[config.mk]
export PLATFORM = sky130hd
export DESIGN_NAME = vga_timing_gen
export DESIGN_NICKNAME = d
export VERILOG_FILES = /design/src/rtl/vga_timing_gen.sv
export SDC_FILE = /design/constraint.sdc
export NUM_CORES = 1
export LEC_CHECK = 0
export CAP_MARGIN = 20
export CORE_ASPECT_RATIO = 0.7
export CORE_MARGIN = 2
export CORE_UTILIZATION = 50
export DETAILED_ROUTE_END_ITERATION = 8
export GPL_ROUTABILITY_DRIVEN = 0
export MAX_ROUTING_LAYER = met4
export PLACE_DENSITY_LB_ADDON = 0.08
export SYNTH_ARGS = -nofsm -noshare
export SYNTH_HDL_FRONTEND = slang
export SYNTH_SLANG_ARGS = --single-unit
[constraint.sdc]
create_clock -name vga_clk -period 4.8 [get_ports vga_clk]
set_input_delay 0.96 -clock vga_clk [delete_from_list [all_inputs] [get_ports vga_clk]]
set_output_delay 0.96 -clock vga_clk [all_outputs]
set_load 0.02 [all_outputs]
[src/rtl/vga_timing_gen.sv]
// -----------------------------------------------------------------------------
// vga_timing_gen
//
// Raster timing generator for VGA 640x480@60 (geometry is parameterised).
// A horizontal counter (DrawX) and a vertical counter (DrawY) advance on the
// pixel-enable strobe. The design decodes the visible-region flag and both
// syncs from the counters, then delays them through a short shift register.
// This keeps them aligned with the downstream sprite/palette pipeline, which
// registers colour a fixed number of pixel ticks after it sees DrawX/DrawY.
//
// Ports
//   vga_clk      in   system clock, all state on its rising edge
//   Reset        in   synchronous, active-high reset (priority over pix_en)
//   pix_en       in   pixel tick; counters and delay line move only when 1
//   DrawX        out  horizontal counter, 0..H_TOTAL-1
//   DrawY        out  vertical counter, 0..V_TOTAL-1
//   blank        out  1 = visible pixel, 0 = blanking (delayed PIPE_DELAY ticks)
//   hs           out  horizontal sync, asserted level SYNC_ACTIVE (delayed)
//   vs           out  vertical sync, asserted level SYNC_ACTIVE (delayed)
//   line_start   out  one-clock pulse on the pixel tick where DrawX == 0
//   frame_start  out  one-clock pulse on the pixel tick where DrawX == DrawY == 0
// -----------------------------------------------------------------------------
module vga_timing_gen #(
    parameter int unsigned H_ACTIVE    = 640,
    parameter int unsigned H_FP        = 16,
    parameter int unsigned H_SYNC      = 96,
    parameter int unsigned H_BP        = 48,
    parameter int unsigned V_ACTIVE    = 480,
    parameter int unsigned V_FP        = 10,
    parameter int unsigned V_SYNC      = 2,
    parameter int unsigned V_BP        = 33,
    parameter logic        SYNC_ACTIVE = 1'b0,
    parameter int unsigned PIPE_DELAY  = 1
) (
    input  logic       vga_clk,
    input  logic       Reset,
    input  logic       pix_en,
    output logic [9:0] DrawX,
    output logic [9:0] DrawY,
    output logic       blank,
    output logic       hs,
    output logic       vs,
    output logic       line_start,
    output logic       frame_start
);

    // ------------------------------------------------------------------
    // Derived geometry, pre-sized to the 10-bit counter width so every
    // compare below is between equal-width operands.
    // ------------------------------------------------------------------
    localparam int unsigned H_TOTAL = H_ACTIVE + H_FP + H_SYNC + H_BP;
    localparam int unsigned V_TOTAL = V_ACTIVE + V_FP + V_SYNC + V_BP;

    localparam logic [9:0] H_LAST     = 10'(H_TOTAL - 1);
    localparam logic [9:0] V_LAST     = 10'(V_TOTAL - 1);
    localparam logic [9:0] H_VIS_END  = 10'(H_ACTIVE);
    localparam logic [9:0] V_VIS_END  = 10'(V_ACTIVE);
    localparam logic [9:0] HS_START   = 10'(H_ACTIVE + H_FP);
    localparam logic [9:0] HS_END     = 10'(H_ACTIVE + H_FP + H_SYNC);
    localparam logic [9:0] VS_START   = 10'(V_ACTIVE + V_FP);
    localparam logic [9:0] VS_END     = 10'(V_ACTIVE + V_FP + V_SYNC);

    // One delay-line entry: the three signals that must stay aligned with
    // the renderer pipeline travel together.
    typedef struct packed {
        logic hs;
        logic vs;
        logic blank;
    } sync_t;

    // Value every delay stage is flushed to on reset: syncs idle, not visible.
    localparam sync_t SYNC_IDLE = '{hs: ~SYNC_ACTIVE, vs: ~SYNC_ACTIVE, blank: 1'b0};

    // ------------------------------------------------------------------
    // Raster counters
    // ------------------------------------------------------------------
    logic [9:0] hc_q, hc_d;
    logic [9:0] vc_q, vc_d;

    // NOTE: combinational blocks assign every output a default first, so no
    // path through the block leaves a variable unassigned and no latch forms.
    always_comb begin
        hc_d = hc_q;
        vc_d = vc_q;
        if (pix_en) begin
            if (hc_q == H_LAST) begin
                hc_d = '0;
                // The line wrap is the only event that moves the vertical counter.
                if (vc_q == V_LAST) begin
                    vc_d = '0;
                end else begin
                    vc_d = vc_q + 10'd1;
                end
            end else begin
                hc_d = hc_q + 10'd1;
            end
        end
    end

    // NOTE: clocked state uses non-blocking assignments so every register
    // samples the pre-edge value of its inputs, independent of statement order.
    always_ff @(posedge vga_clk) begin
        if (Reset) begin
            hc_q <= '0;
            vc_q <= '0;
        end else begin
            hc_q <= hc_d;
            vc_q <= vc_d;
        end
    end

    assign DrawX = hc_q;
    assign DrawY = vc_q;

    // ------------------------------------------------------------------
    // Raw decode of the current counter position
    // ------------------------------------------------------------------
    sync_t sync_raw;

    always_comb begin
        sync_raw       = SYNC_IDLE;
        sync_raw.blank = (hc_q < H_VIS_END) && (vc_q < V_VIS_END);
        sync_raw.hs    = ((hc_q >= HS_START) && (hc_q < HS_END)) ? SYNC_ACTIVE : ~SYNC_ACTIVE;
        sync_raw.vs    = ((vc_q >= VS_START) && (vc_q < VS_END)) ? SYNC_ACTIVE : ~SYNC_ACTIVE;
    end

    // ------------------------------------------------------------------
    // Alignment delay line. It steps on pixel ticks, not clocks, so the
    // lag measured in pixels is the same whatever the pix_en duty cycle.
    // ------------------------------------------------------------------
    sync_t sync_out;

    if (PIPE_DELAY == 0) begin : g_no_pipe
        assign sync_out = sync_raw;
    end else begin : g_pipe
        sync_t pipe_q [PIPE_DELAY];

        // Reset flushes every stage so an in-progress sync pulse cannot
        // drain out after a mid-frame restart.
        always_ff @(posedge vga_clk) begin
            if (Reset) begin
                for (int i = 0; i < PIPE_DELAY; i++) begin
                    pipe_q[i] <= SYNC_IDLE;
                end
            end else if (pix_en) begin
                pipe_q[0] <= sync_raw;
                for (int i = 1; i < PIPE_DELAY; i++) begin
                    pipe_q[i] <= pipe_q[i-1];
                end
            end
        end

        assign sync_out = pipe_q[PIPE_DELAY-1];
    end

    assign blank = sync_out.blank;
    assign hs    = sync_out.hs;
    assign vs    = sync_out.vs;

    // ------------------------------------------------------------------
    // Strobes: combinational from registered state, qualified by pix_en so
    // they last one clock even when the pixel clock is a divided strobe.
    // ------------------------------------------------------------------
    assign line_start  = pix_en && (hc_q == 10'd0);
    assign frame_start = pix_en && (hc_q == 10'd0) && (vc_q == 10'd0);

endmodule

== Word-level counts from Yosys, hierarchy flattened ==
Memories as Yosys holds them, arrays and structs flattened.
Index checks and enable logic that the tools add are counted.

* Input bits: 3
* RAM bits: 3
* Output and inout port bits: 25
* Register bits after elaboration: 20
* Word-level logic and storage cells: 33
* Memories: 1

{| class="wikitable"
|+ Memories
! name !! words !! width !! read ports !! clocked after Yosys merged registers in !! write ports !! line !! text
|-
| g_pipe.pipe_q || 1 || 3 || 1 || 0 || 1 || 136 || <nowiki>sync_t pipe_q [PIPE_DELAY];</nowiki>
|}

* $add $sub $neg: 2
* Reductions and logical operators: 9
* Multiplexer cells: 11
* $lt $le $gt $ge: 6
* Equal/unequal tests: 2

{| class="wikitable"
|+ Operator list
! cell !! count
|-
| $add A10 B1 Y10 const B || 2
|-
| $eq A10 B10 Y1 const B || 2
|-
| $logic_not A10 Y1 || 2
|-
| $lt A10 B10 Y1 const B || 2
|-
| $lt A10 B9 Y1 const B || 2
|-
| $mux W10 || 2
|-
| $ge A10 B10 Y1 const B || 1
|-
| $ge A10 B9 Y1 const B || 1
|-
| $mux W1 || 8
|-
| $logic_and A1 B1 Y1 || 5
|-
| $mux W3 || 1
|-
| $reduce_or A3 Y1 || 1
|-
| $reduce_and A2 Y1 || 1
|}

== Depth between registers and ports, before layout ==
* Word-level depth: 5
* Depth in mapped cells: 6
* Gate-level depth less buffers: 6

== Worst setup path before layout ==
OpenSTA, ideal clock, no wires.

* Path type: input to output
* Start: input pix_en
* End: output frame_start
* Required time: 3,840 ps
* Slack: 1,809 ps
* Arrival time: 2,031 ps
* Cell stages on the path: 4
* Cells stage by stage: clkbuf_1 > nor4b_1 > and3_1 > and4_1

* Longest elaborated chain between the ends: 2

{| class="wikitable"
|+ RTL lines
! what !! line !! text
|-
| start: declaration || 37 || <nowiki>input logic pix_en,</nowiki>
|-
| $logic_and A1 B1 Y1 || n/a ||
|-
| named net line_start || 43 || <nowiki>output logic line_start,</nowiki>
|-
| $logic_and A1 B1 Y1 || 165 || <nowiki>assign frame_start = pix_en && (hc_q == 10'd0) && (vc_q == 10'd0);</nowiki>
|-
| end: declaration || 44 || <nowiki>output logic frame_start</nowiki>
|}

The timed path passes the listed nets, and every way through them passes these cells.

== Worst setup path in the final report ==
* Start: input pix_en
* End: output frame_start

* Longest elaborated chain between the ends: 2

{| class="wikitable"
|+ RTL lines
! what !! line
|-
| $logic_and A1 B1 Y1 (2 in series) || 165
|}

Every way passes these cells.

==> flow_metrics.py <==
metrics = {
    "global_route": {
        "top_usage_layer": "met2",
        "met1_usage": 0.300,
        "use_met3": 0.0449,
        "grt_pass1_vias": 986,
        "grt.total_usage": 0.224,
        "grt_pass1_wl_um": 4690,
        "antenna_found_initial": 0,
        "grt_max_degree": 14,
        "met2_usage": 0.351,
        "grt-ovfl-total": 0,
    },
    "routing": {
        "wirelength_um": 2830,
        "vias": 1123,
        "drc": 0,
        "drtAntennaViolNets": 0,
        "drtPass1Iterations": 4,
        "drt_iter0_drc": 61,
        "avgRoutedWirePerCell_um": 14.3,
        "routed_via_density": 5.67,
    },
    "clock_network": {
        "numCtsBuffers": 3,
        "clockBufferDepth": 2,
        "post_cts_buffers": 0,
        "clockRootBuffer": "clkbuf_4",
        "cts_tree": "built",
        "htree_levels": 1,
        "cts-resized-gates": 0,
        "numClockSinks": 23,
        "insertion_delay_ps": 320,
        "clkTransAtPathRegs_ps": 120,
        "hold_buffers": 0,
    },
    "pwr": {
        "leakagePower_nw": 0.486,
        "power-per-cell-area_nw_per_um2": 212,
        "ir_drop_v": 0.000151,
    },
    "finish": {
        "layout-drive-gt1-share": 0.0422,
        "instances_no_fill": 198,
        "regArea_um2": 490,
        "num-fill-cells": 214,
        "antenna_cells": 0,
        "nNetsFinal": 174,
        "final_common_cell": "clkdlybuf4s50_1",
        "final_cell_mix": "clkdlybuf4s50_1, dfxtp_1, nor2_1, nand3_1",
        "multi_input_area_um2": 659,
        "area_growth_pct": 25.0,
    },
    "synthesis": {
        "ys_warn_count": 0,
        "synth_seq_cells": 23,
        "avgSynthCellArea_um2": 8.49,
        "yosysUniqueCellTypes": 31,
        "synthCells": 142,
        "synth_nets": 149,
        "netlist_area_um2": 1200,
        "yosysSeqAreaShare": 0.407,
    },
    "sta": {
        "whs_ps": 546,
        "slew_viol_final": 0,
        "setup_ws_ps": 942,
        "tightestPinTransition_ps": 551,
        "slew_headroom": 0.632,
        "tns_ps": 0,
        "max_freq_mhz": 259,
        "fin_skew_ps": 4.78,
        "finalCritPeriodShare": 0.804,
        "setup_viol": 0,
        "rsz0062_at_grt": "false",
        "min_period_ps": 3860,
        "hold_viol": 0,
    },
    "critical_path": {
        "arrival_ps": 2900,
        "r2r_setup_slack_ps": 2640,
        "r2r-end": "DrawY[7]$_SDFFE_PP0P_",
        "worstSetupStartpoint": "pix_en",
        "startpoint_type": "input port",
        "crit_type": "input port to primary output",
        "crit_required_ps": 3840,
        "rr_startpoint": "DrawX[9]$_SDFFE_PP0P_",
        "reg2regPathDepth": 4,
        "endpoint_kind": "primary output",
        "critPathMaxFanout": 12,
    },
    "die": {
        "start_util": 0.546,
        "die_width_um": 62.7,
        "rows": 14,
        "fp.coreArea_um2": 2210,
        "die_y_um": 45.1,
        "io_pins": 28,
        "die-area_um2": 2820,
    },
    "placed_design": {
        "placed_cells": 194,
        "dp_slack_ps": 954,
        "hpwl_um": 2120,
        "port_buffers": 27,
    },
    "hold_path": {
        "hold_depth": 2,
        "hp-start": "DrawX[1]$_SDFFE_PP0P_",
        "hold_class": "flop to flop",
        "holdPathEnd": "DrawX[1]$_SDFFE_PP0P_",
    },
    "flow_run": {
        "drv_cap": 0,
    },
    "outcome": {
        "status": "finished, final reports clean",
    },
}
==> kinds of logic after synthesis <==
logic type,count (synthesis),share of synthesized area
AO/OA/AOI/OAI,14,0.0623
flip-flops,23,0.407
buffers and inverters,12,0.0457
XOR/XNOR,12,0.0872
adder cells (fa/ha/maj),4,0.0415
AND/OR/NAND/NOR,76,0.348
multiplexers,1,0.00831
==> where the power goes <==
part | leakage, nW | switching [mW] | internal [mW] | total [mW]
Sequential | 0.189 | 0.00197 | 0.197 | 0.199
Combinational | 0.279 | 0.0153 | 0.0131 | 0.0284
Clock | 0.0177 | 0.0601 | 0.0312 | 0.0913
==> cell usage after synthesis (all sizes together) <==
master | number | share of area
buf | 3 | 0.018
and3 | 4 | 0.021
nand2b | 4 | 0.021
inv | 5 | 0.016
clkbuf | 4 | 0.012
nor2 | 16 | 0.050
or4b | 1 | 0.011
dfxtp | 20 | 0.33
nor4 | 5 | 0.026
or3 | 3 | 0.016
nor4b | 3 | 0.022
ha | 4 | 0.042
xnor2 | 6 | 0.044
o21bai | 1 | 0.0062
nand2 | 8 | 0.025
edfxtp | 3 | 0.075
mux2i | 1 | 0.0083
xor2 | 6 | 0.044
or4 | 2 | 0.016
a21oi | 8 | 0.033
or2 | 1 | 0.0052
nand4 | 8 | 0.042
o21ai | 4 | 0.017
nor3 | 6 | 0.025
and4 | 1 | 0.0073
nand4b | 1 | 0.0073
o31ai | 1 | 0.0062
nor2b | 1 | 0.0052
nand3 | 12 | 0.050
==> area by class of cell <==
class	instances	area share
Clock buffer	3	0.0150
Clock inverter	1	0.00332
Inverter	5	0.0125
Multi-Input combinational cell	107	0.438
Sequential cell	23	0.326
Tap cell	32	0.0266
Timing Repair Buffer	27	0.179
==> flip-flops by register name (all words and copies together) (netlist names) <==
name / flops
DrawX: 10
DrawY: 10
g_pipe.pipe_q: 3
==> layer usage <==
layer	share of wire	vias to the layer above
met5	0	-
met4	0.0088	0
met3	0.073	4
met2	0.44	46
met1	0.48	519
li1	-	554
==> how the worst max path moves through the flow <==
stage | slack (ps) | cells after the start | end
detailed placement | 950 | 5 | frame_start
global route | 820 | 5 | frame_start
global placement | 1010 | 5 | frame_start
floorplan | 1810 | 4 | frame_start
finish | 940 | 5 | frame_start
CTS | 950 | 5 | frame_start
==> through the flow <==
step	area [um^2]	power, mW	utilization
final	1510	0.319	0.683
after global routing	1510	0.331	0.683
after CTS	1510	0.321	0.683
after detailed placement	1480	0.232	0.670
after global placement	1480	0.232	0.670
after floorplan	1200	0.220	-
==> critical path, cell delays in order <==
cell	delay, ps
clkdlybuf4s50_1	670
nor4b_1	250
and3_1	230
and4_1	180
clkdlybuf4s50_1	600
No activity file was read; power rests on OpenSTA's default activity.
